## config.mk

```make
export PLATFORM = sky130hd
export DESIGN_NAME = conv_window_buffer
export DESIGN_NICKNAME = d
export VERILOG_FILES = /design/src/rtl/conv_window_buffer.sv
export SDC_FILE = /design/constraint.sdc
export NUM_CORES = 1
export LEC_CHECK = 0
export CORE_MARGIN = 5
export CORE_UTILIZATION = 35
export DETAILED_ROUTE_END_ITERATION = 7
export HOLD_SLACK_MARGIN = 0.15
export SLEW_MARGIN = 20
export SYNTH_ARGS = -nofsm -noshare
export SYNTH_HDL_FRONTEND = slang
export SYNTH_SLANG_ARGS = --single-unit
```

## constraint.sdc

```tcl
create_clock -name clk -period 2.3 [get_ports clk]
set_clock_uncertainty 0.2 [all_clocks]
set_input_delay 0.46 -clock clk [delete_from_list [all_inputs] [get_ports clk]]
set_output_delay 0.46 -clock clk [all_outputs]
set_load 0.05 [all_outputs]
```

## src/rtl/conv_window_buffer.sv

```systemverilog
// Sliding-window stage feeding the 1D convolution: shifts signed samples into an
// N-deep window and emits it every STRIDE accepts. Define CONV_WIN_PAD_EN for causal zero-padding.

module conv_window_slot #(
  parameter int W = 12
) (
  input  logic         clk,
  input  logic         rst_n,
  input  logic         shift_en,
  input  logic         clr,
  input  logic [W-1:0] d,
  output logic [W-1:0] q
);
  always_ff @(posedge clk) begin
    if (!rst_n)        q <= '0;
    else if (shift_en) q <= clr ? '0 : d;
  end
endmodule

module conv_window_buffer #(
  parameter int IN_WIDTH = 12,
  parameter int N        = 5,
  parameter int STRIDE   = 1
) (
  input  logic                  clk,
  input  logic                  rst_n,
  input  logic [IN_WIDTH-1:0]   in_data,
  input  logic                  in_valid,
  input  logic                  in_last,
  output logic                  in_ready,
  output logic [N*IN_WIDTH-1:0] x_out,
  output logic                  out_valid,
  output logic                  out_last,
  input  logic                  out_ready
);
  localparam int FILL_W = $clog2(N + 1);
  localparam int SC_W   = $clog2(STRIDE) + 1;

  typedef enum logic {FILL, RUN} state_t;

`ifdef CONV_WIN_PAD_EN
  // Start the stride phase at its wrap point so the first sample of a frame emits.
  localparam state_t          START_ST = RUN;
  localparam logic [SC_W-1:0] SC_START = SC_W'(STRIDE - 1);
`else
  localparam state_t          START_ST = FILL;
  localparam logic [SC_W-1:0] SC_START = '0;
`endif

  state_t                         state;
  logic [FILL_W-1:0]              fill_cnt;
  logic [SC_W-1:0]                stride_cnt;
  logic [N-1:0][IN_WIDTH-1:0]     slot_q;
  logic [N-1:0][IN_WIDTH-1:0]     slot_d;
  logic                           accept;
  logic                           sc_wrap;
  logic                           emit;

  assign in_ready = !out_valid || out_ready;
  assign accept   = in_valid && in_ready;
  assign sc_wrap  = (stride_cnt == SC_W'(STRIDE - 1));
  assign slot_d   = {slot_q[N-2:0], in_data};

  always_comb begin
    emit = 1'b0;
    if (accept)
      emit = (state == FILL) ? (fill_cnt == FILL_W'(N - 1)) : sc_wrap;
  end

  // Frame end clears every slot on the same accept that would shift it.
  generate
    for (genvar l = 0; l < N; l++) begin : g_slot
      conv_window_slot #(.W(IN_WIDTH)) u_slot (
        .clk      (clk),
        .rst_n    (rst_n),
        .shift_en (accept),
        .clr      (in_last),
        .d        (slot_d[l]),
        .q        (slot_q[l])
      );
    end
  endgenerate

  always_ff @(posedge clk) begin
    if (!rst_n) begin
      state      <= START_ST;
      fill_cnt   <= '0;
      stride_cnt <= SC_START;
      out_valid  <= 1'b0;
      out_last   <= 1'b0;
      x_out      <= '0;
    end else begin
      if (out_valid && out_ready) out_valid <= 1'b0;
      if (emit) begin
        x_out     <= slot_d;
        out_valid <= 1'b1;
        out_last  <= in_last;
      end
      if (accept) begin
        if (in_last) begin
          state      <= START_ST;
          fill_cnt   <= '0;
          stride_cnt <= SC_START;
        end else if (state == FILL) begin
          fill_cnt <= fill_cnt + 1'b1;
          if (emit) begin
            state      <= RUN;
            stride_cnt <= '0;
          end
        end else begin
          stride_cnt <= sc_wrap ? '0 : stride_cnt + 1'b1;
        end
      end
    end
  end
endmodule

```

==> impl_results.md <==
- Initial core utilization: between 30% and 40%
- Cell count after synthesis: between 500 and 600
- Sequential fraction of the synthesis area: 49.1%
- Smallest hold slack: 0.252 ns
- Total routing resource utilization after global routing: 14.9%
- Final min period: 2.26 ns
- Violation count after the first detailed-route iteration: 307
- TritonCTS clock tree: done
- Critical Path End Type: output port
- Pin count of the biggest net entering global routing: between 60 and 70
- Post-synthesis adder-cell area fraction: 0.538%
- Netlist area before placement: 0.00465 sq mm
- Number of placed instances, taps included: 744
- Vias per std cell: 4.90
- Main combinational cell family by area after synthesis: simple AND/OR/NAND/NOR gates
- Avg Inst Size Synth: 8.89 sq um
- Share of power burned in registers: 41.1%
- Top-Level Pins: 80
- Vias after detailed routing: 3805
- Post-CTS Setup Bufs: 0
- Remaining max-slew budget at the tightest pin: about 64%
- Number of max-slew violations in the final report: 0
- Num rows: 42
- Area overhead of the layout relative to synthesis: 31.0%
- Quantity of hold-fixing buffers added after cts: 0
- Detail Route met2 WL: approximately 5.6 mm
- Total of warnings raised by yosys: 0
- Final number of setup-violating endpoints: 0
- Global-route wire length before repair: 19.1 mm
- Net Switching: 1.01 mW
- Die Area: between 0.015 and 0.02 sq mm
- Clock buffer count from CTS: 17
- Share of synthesized area spent on multiplexers: 13.1%
- Outcome: finished, final reports clean
- Final antenna diode count: 0
- Clock-pin slew of the registers on the worst-case setup and hold paths: 0.05 ns
- # Max-Cap Violations: 0
- Total detailed-routing wirelength: 11.5 mm
- Clock H-tree levels: 4
- Critical-path cell list: clkdlybuf4s50_1
- Post-Synth XOR/XNOR Area: 0%
- CP delay by family, top: buffers and inverters
- RSZ-0062 raised after global routing: false
- Count of cell types in the netlist: 28
- Top fanout value on the critical path: 2
- Leakage component of the power: about 2.0 nW
- Worst IR Drop VDD: ~570 uV
- Combinational share of power: 3.7%
- Final RePlAce weighted congestion: roughly 0.8
- Pwr per Cell Area: 804 mW/mm^2
- Startpoint Class: flip-flop
- Clock latency reported for the late side of the worst-skew pair: around 0.40 ns
- Final-stage net count: 606
- Cell at the slowest stage of the critical path: sky130_fd_sc_hd__clkdlybuf4s50_1
- Design internal power: approximately 3.9 mW
- Fraction of the mapped netlist area in compound gates: 11.9%
- Maximum count of clock buffers along a single path: 2
- Die Wd: around 130 um
- Buf+Inv Stages, Crit Path: 1
- Actual transition at the worst max-transition pin: 0.536 ns
- Antenna violations before repair: 0
- Endpoints failing hold: 0
- Critical path class: reg -> out
- Standard cell core area: 0.0131 sq mm
- Overall overflow remaining after global route: 0
- Number of synthesized register bits: 114
- Die height: 125 um
- Highest routed metal layer: met4
- Number of global-route vias before repair: roughly 3700
- Clock share of power: 55.2%
- Switching Share: slightly above 20%
- Kind of path behind the tightest hold check: reg -> reg
- Detailed-routing iteration count for the pre-antenna-repair pass: 4
- Basic-gate share of the synthesized area counting and, or, nand and nor cells: around 17%
- Layout fillers: approximately 1300
- Dpl hpwl: ~7.8 mm
- Number of sinks driven by the clock tree: 114
- Port bufs: 79
- Fin crit share: slightly below 100%
- Maximum achievable frequency: around 440 MHz
- WP data arrival: 1.60 ns
- DR DRC count: 0
- Sum of routed wire segments on met1: 5.25 mm
- Final non-filler cell area: between 0.006 and 0.007 sq mm
- Number of gates resized after CTS: 0
- Total length of routed met3 wires: between 400 and 500 um
- Remaining antenna violation count after routing: 0
- Fraction of layout instances using a drive strength above 1: roughly a tenth
- Stage delay of the slowest cell on the critical path: about 0.84 ns
- Crit path required time: 1.64 ns
- Final-layout setup total negative slack: 0 ns
- Avg WL per Cell: roughly 15 um
- Post-DP Area: 0.00548 sq mm
- Post-Synthesis Net Count: 542
- Final Non-Filler Cells: 776
- Clock tree root buffer cell: sky130_fd_sc_hd__clkbuf_16
-- cell usage after synthesis --
library cell	count	area share [%]
sky130_fd_sc_hd__nand2_1	126	10
sky130_fd_sc_hd__dfxtp_1	114	49
sky130_fd_sc_hd__mux2i_1	61	13
sky130_fd_sc_hd__nand3_1	52	5.6
sky130_fd_sc_hd__a21oi_1	50	5.4
sky130_fd_sc_hd__o21ai_0	49	5.3
sky130_fd_sc_hd__clkbuf_1	23	1.9
sky130_fd_sc_hd__buf_2	10	1.1
sky130_fd_sc_hd__buf_12	7	3.0
sky130_fd_sc_hd__buf_1	3	0.24
sky130_fd_sc_hd__buf_4	3	0.48
sky130_fd_sc_hd__buf_6	3	0.73
sky130_fd_sc_hd__inv_2	3	0.24
sky130_fd_sc_hd__ha_1	2	0.54
sky130_fd_sc_hd__inv_1	2	0.16
sky130_fd_sc_hd__nor4b_1	2	0.38
sky130_fd_sc_hd__o211ai_1	2	0.32
sky130_fd_sc_hd__a211oi_1	1	0.16
sky130_fd_sc_hd__a31o_2	1	0.19
sky130_fd_sc_hd__nand2b_1	1	0.13
sky130_fd_sc_hd__nand4_1	1	0.13
sky130_fd_sc_hd__nor2_1	1	0.081
sky130_fd_sc_hd__nor2b_1	1	0.13
sky130_fd_sc_hd__nor2b_4	1	0.30
sky130_fd_sc_hd__nor3_4	1	0.35
sky130_fd_sc_hd__nor4bb_1	1	0.22
sky130_fd_sc_hd__o21a_1	1	0.16
sky130_fd_sc_hd__o31ai_4	1	0.46
-- layout by cell type (no fill, tap or decap), drive strengths merged, types with 5 or more instances in the layout --
master         instances
nand2                126
o21ai                 49
nand3                 52
dfxtp                114
inv                    5
a21oi                 50
clkinv                 5
buf                   23
clkbuf                21
clkdlybuf4s50         71
mux2i                 61
-- per-stage QoR --
stage | worst slack [ns] | utilization, % | power, mW
after floorplan | 0.361 | - | 2.16
after global placement | 0.191 | 41.7 | 2.23
after detailed placement | 0.142 | 41.7 | 2.23
after CTS | 0.0254 | 46.4 | 4.93
after global routing | 0.00736 | 46.4 | 5.06
final | 0.0439 | 46.4 | 4.90
-- registers in the layout (all words and copies together) (netlist names) --
name             cells
fill_cnt             3
x_out               60
out_valid            1
state                1
out_last             1
g_slot.u_slot.q     48
-- kinds of logic (layout without fill, tap and decap cells) --
logic type                 count (synthesis)  in the layout
muxes                                     61             61
buffers and inverters                     54            131
and+or+nand+nor                          187            187
AOI/OAI and AO/OA                        105            105
DFF                                      114            114
adders and majority gates                  2              2
-- power by group through the flow --
| stage | Combinational (mW) | Sequential (mW) | Clock [mW] |
|---|---|---|---|
| 2_1_floorplan | 0.114 | 2.05 | 0 |
| 3_5_place_dp | 0.182 | 2.05 | 0 |
| 4_1_cts | 0.182 | 2.01 | 2.73 |
| 3_3_place_gp | 0.179 | 2.05 | 0 |
| 6_report | 0.181 | 2.01 | 2.71 |
| 5_1_grt | 0.201 | 2.01 | 2.84 |
-- worst paths after layout --
| kind | cells after the start | from | slack [ns] | end |
|---|---|---|---|---|
| max | 1 | out_last$_SDFFE_PN0P_ | 0.04 | out_last |
| min | 2 | x_out[52]$_SDFFE_PN0P_ | 0.25 | x_out[52]$_SDFFE_PN0P_ |
| min reg2reg | 2 | x_out[52]$_SDFFE_PN0P_ | 0.25 | x_out[52]$_SDFFE_PN0P_ |
| max reg2reg | 6 | fill_cnt[0]$_SDFFE_PN0P_ | 0.50 | state$_SDFFE_PN0P_ |
-- cell type report --
cell class | instances | area [sq um] | share of cell area, %
sequential | 114 | 2280 | 37.5
multi-input combinational | 355 | 2000 | 32.9
timing repair buffer | 94 | 956 | 15.7
clock buffer | 21 | 450 | 7.39
tap | 176 | 220 | 3.61
clock inverter | 11 | 160 | 2.63
inverter | 5 | 18.8 | 0.308
-- per-layer routing --
| layer | vias to the layer above | track usage [%] |
|---|---|---|
| met3 | 11 | 4.90 |
| met2 | 84 | 23.1 |
| li1 | 1910 | - |
| met1 | 1800 | 19.9 |
| met5 | - | 0 |
| met4 | 0 | 4.02 |
Power figures use the tool's default switching activity.
==> RTL change (same settings) <==
The option `CONV_WIN_PAD_EN` is turned on by a define.
--- a/src/rtl/conv_window_buffer.sv
+++ b/src/rtl/conv_window_buffer.sv
@@ -1,5 +1,7 @@
 // Sliding-window stage feeding the 1D convolution: shifts signed samples into an
 // N-deep window and emits it every STRIDE accepts. Define CONV_WIN_PAD_EN for causal zero-padding.
+
+`define CONV_WIN_PAD_EN
 
 module conv_window_slot #(
   parameter int W = 12
Formal check against the unedited RTL: not equivalent (Yosys sat finds a counterexample within 4 cycles, from zero or initial values and one cycle with rst_n low).
==> RTL change against the original RTL <==
  * Critical endpoint is now x_out[32]
  * Core utilization rose by 0.24 points
  * Wire length increased by 0.48%
  * Non-clock buffer count is 2 higher
  * Final cell count stayed put
  * Area after synthesis decreased by 0.19%
  * Synthesized cell count fell by 0.38%
  * Count of clock-buffer cells in the layout up 1
  * Global-route usage up 0.079 points
  * Worst setup slack improved by 5.5 ps
  * Sequential cell count did not move
  * Design area rose by 0.51%
Power is not compared: it rests on default switching activity, and its combinational part moved more than twofold at a synthesized area within 25%.
==> RTL change: results (changes against the original RTL) <==
[synthesis]
synth_commonest_cells=125 x nand2_1, 114 x dfxtp_1, 61 x mux2i_1  ; was 126 x nand2_1, 114 x dfxtp_1, 61 x mux2i_1
synth_mux_area_share_pct=13.16  ; was 13.13%
synth_compound_area_share_pct=11.89  ; was 11.95%
synthAdderAreaFrac_pct=0.5392  ; was 0.5382%
synth-main-ff-cell=dfxtp_1  ; unchanged
ys_seq_area_share_pct=49.18  ; was 49.09%
ys_async_sr_fraction_pct=0  ; unchanged
yosys_warnings=0  ; unchanged
synthTopCellsByArea=dfxtp_1 49%, mux2i_1 13%, nand2_1 10%  ; unchanged
yosysUniqueCellTypes=29  ; was 28
synth.net_count=540  ; was 542
synthXorXnorAreaFrac_pct=0  ; unchanged

[clocking]
cts_setup_buffers=0  ; unchanged
clockBufferDepth=2  ; unchanged
path_clk_slew_ps=50  ; about the same
h-tree-depth=4  ; unchanged
cts_root_buf=clkbuf_16  ; unchanged
clk_latency_ps=400  ; about the same

[placed_design]
routabilityCongestion=0.7581  ; was 0.8047
dpl.hpwl_um=7736  ; was 7751 um

[worst_setup_path]
cp_slowest_stage_delay_ps=820  ; was 840 ps
reg2regPathDepth=7  ; was 6
crit_family=buffers and inverters  ; unchanged
reg2reg_from=fill_cnt[0]  ; unchanged
worstReg2RegEnd=x_out[40]  ; was state
critical_path.startpoint=x_out[32]  ; was out_last

[timing]
tightest_slew_ps=551.4  ; was 536.1 ps

[grt]
grt_pass1_vias=3780  ; was 3676
grt_pass1_wl_um=19410  ; was 19060 um
grt_start_max_net_pins=52  ; was 65
grt_usage_pct=14.95  ; was 14.87%

[run_status]
status=completed  ; unchanged

[layout]
top_regs=x_out x60, g_slot.u_slot.q x48, fill_cnt x3  ; unchanged
n_fill_cell=1279  ; was 1310
drive_gt1_share_pct=10.17  ; was 9.833%

[route]
dr_total_vias=3810  ; was 3805
firstDrtPassIters=5  ; was 4
drt_iter0_markers=334  ; was 307
routed_wl_um=11530  ; was 11470 um

[min_path]
min_to=x_out[54]  ; was x_out[52]
hold_class=register to register  ; unchanged
hold_start=x_out[54]  ; was x_out[52]
hold_depth=2  ; unchanged

-- RTL change: cell types whose count changed in the layout (fill, tap and decap cells not counted), moves of 2 or more --
cell	change
clkbuf_8	+4
clkbuf_1	-3
buf_12	+2
buf_4	-2
bufinv_16	-2
-- RTL change: worst max path at each step --
| stage | end | cells after the start |
|---|---|---|
| 3_3_place_gp | state | 5 |
| 3_5_place_dp | x_out[43] | 6 |
| 4_1_cts | x_out[32] | 1 |
| 5_1_grt | x_out[59] | 1 |
| 6_report | x_out[32] | 1 |
| 2_1_floorplan | in_ready | 4 |
-- RTL change: area by class of cell --
type | count | area (sq um) | area share, %
Multi-Input combinational cell | 353 | 1997 | 32.61
Tap cell | 176 | 220.2 | 3.596
Timing Repair Buffer | 96 | 1003 | 16.39
Sequential cell | 114 | 2282 | 37.27
Clock buffer | 22 | 494.2 | 8.071
Clock inverter | 10 | 105.1 | 1.716
Inverter | 5 | 21.27 | 0.3474
-- RTL change: cells by family after synthesis --
| logic type | Yosys count |
|---|---|
| AO/OA/AOI/OAI | 104 |
| adder cells (fa/ha/maj) | 2 |
| buffers and inverters | 54 |
| flip-flops | 114 |
| multiplexers | 61 |
| AND/OR/NAND/NOR | 186 |
-- RTL change: stage by stage --
stage          instance area, sq um  worst slack, ps  hold slack, ps  instances
2_1_floorplan                  4641            366.7           234.7        521
3_3_place_gp                   5522            170.3           243.0        744
3_5_place_dp                   5522            113.4           249.6        744
4_1_cts                        6121            31.45           259.6        776
5_1_grt                        6123            5.332           273.2        776
6_report                       6123            49.37           256.6        776
-- RTL change: per-layer routing --
layer | share of wire, % | global-route usage, % | vias to the layer above
met5 | 0 | 0 | -
met2 | 47 | 23.51 | 93
met4 | 1.7 | 5.230 | 0
met1 | 47 | 19.66 | 1799
li1 | - | - | 1904
met3 | 3.9 | 4.392 | 14
-- RTL change: power groups by stage --
stage / clock [W] / sequential, W / combinational [W]
after global routing: 0.00274 / 0.00205 / 0.000493
after global placement: 0 / 0.00209 / 0.000459
after floorplan: 0 / 0.00217 / 0.000252
after detailed placement: 0 / 0.00209 / 0.000462
after CTS: 0.00264 / 0.00205 / 0.000463
final: 0.00260 / 0.00205 / 0.000460
-- RTL change: timing repair --
action	in CTS	in global routing
setup endpoints to repair	0	1
hold buffers	0	0
gates resized for setup	0	1
hold endpoints to repair	0	0
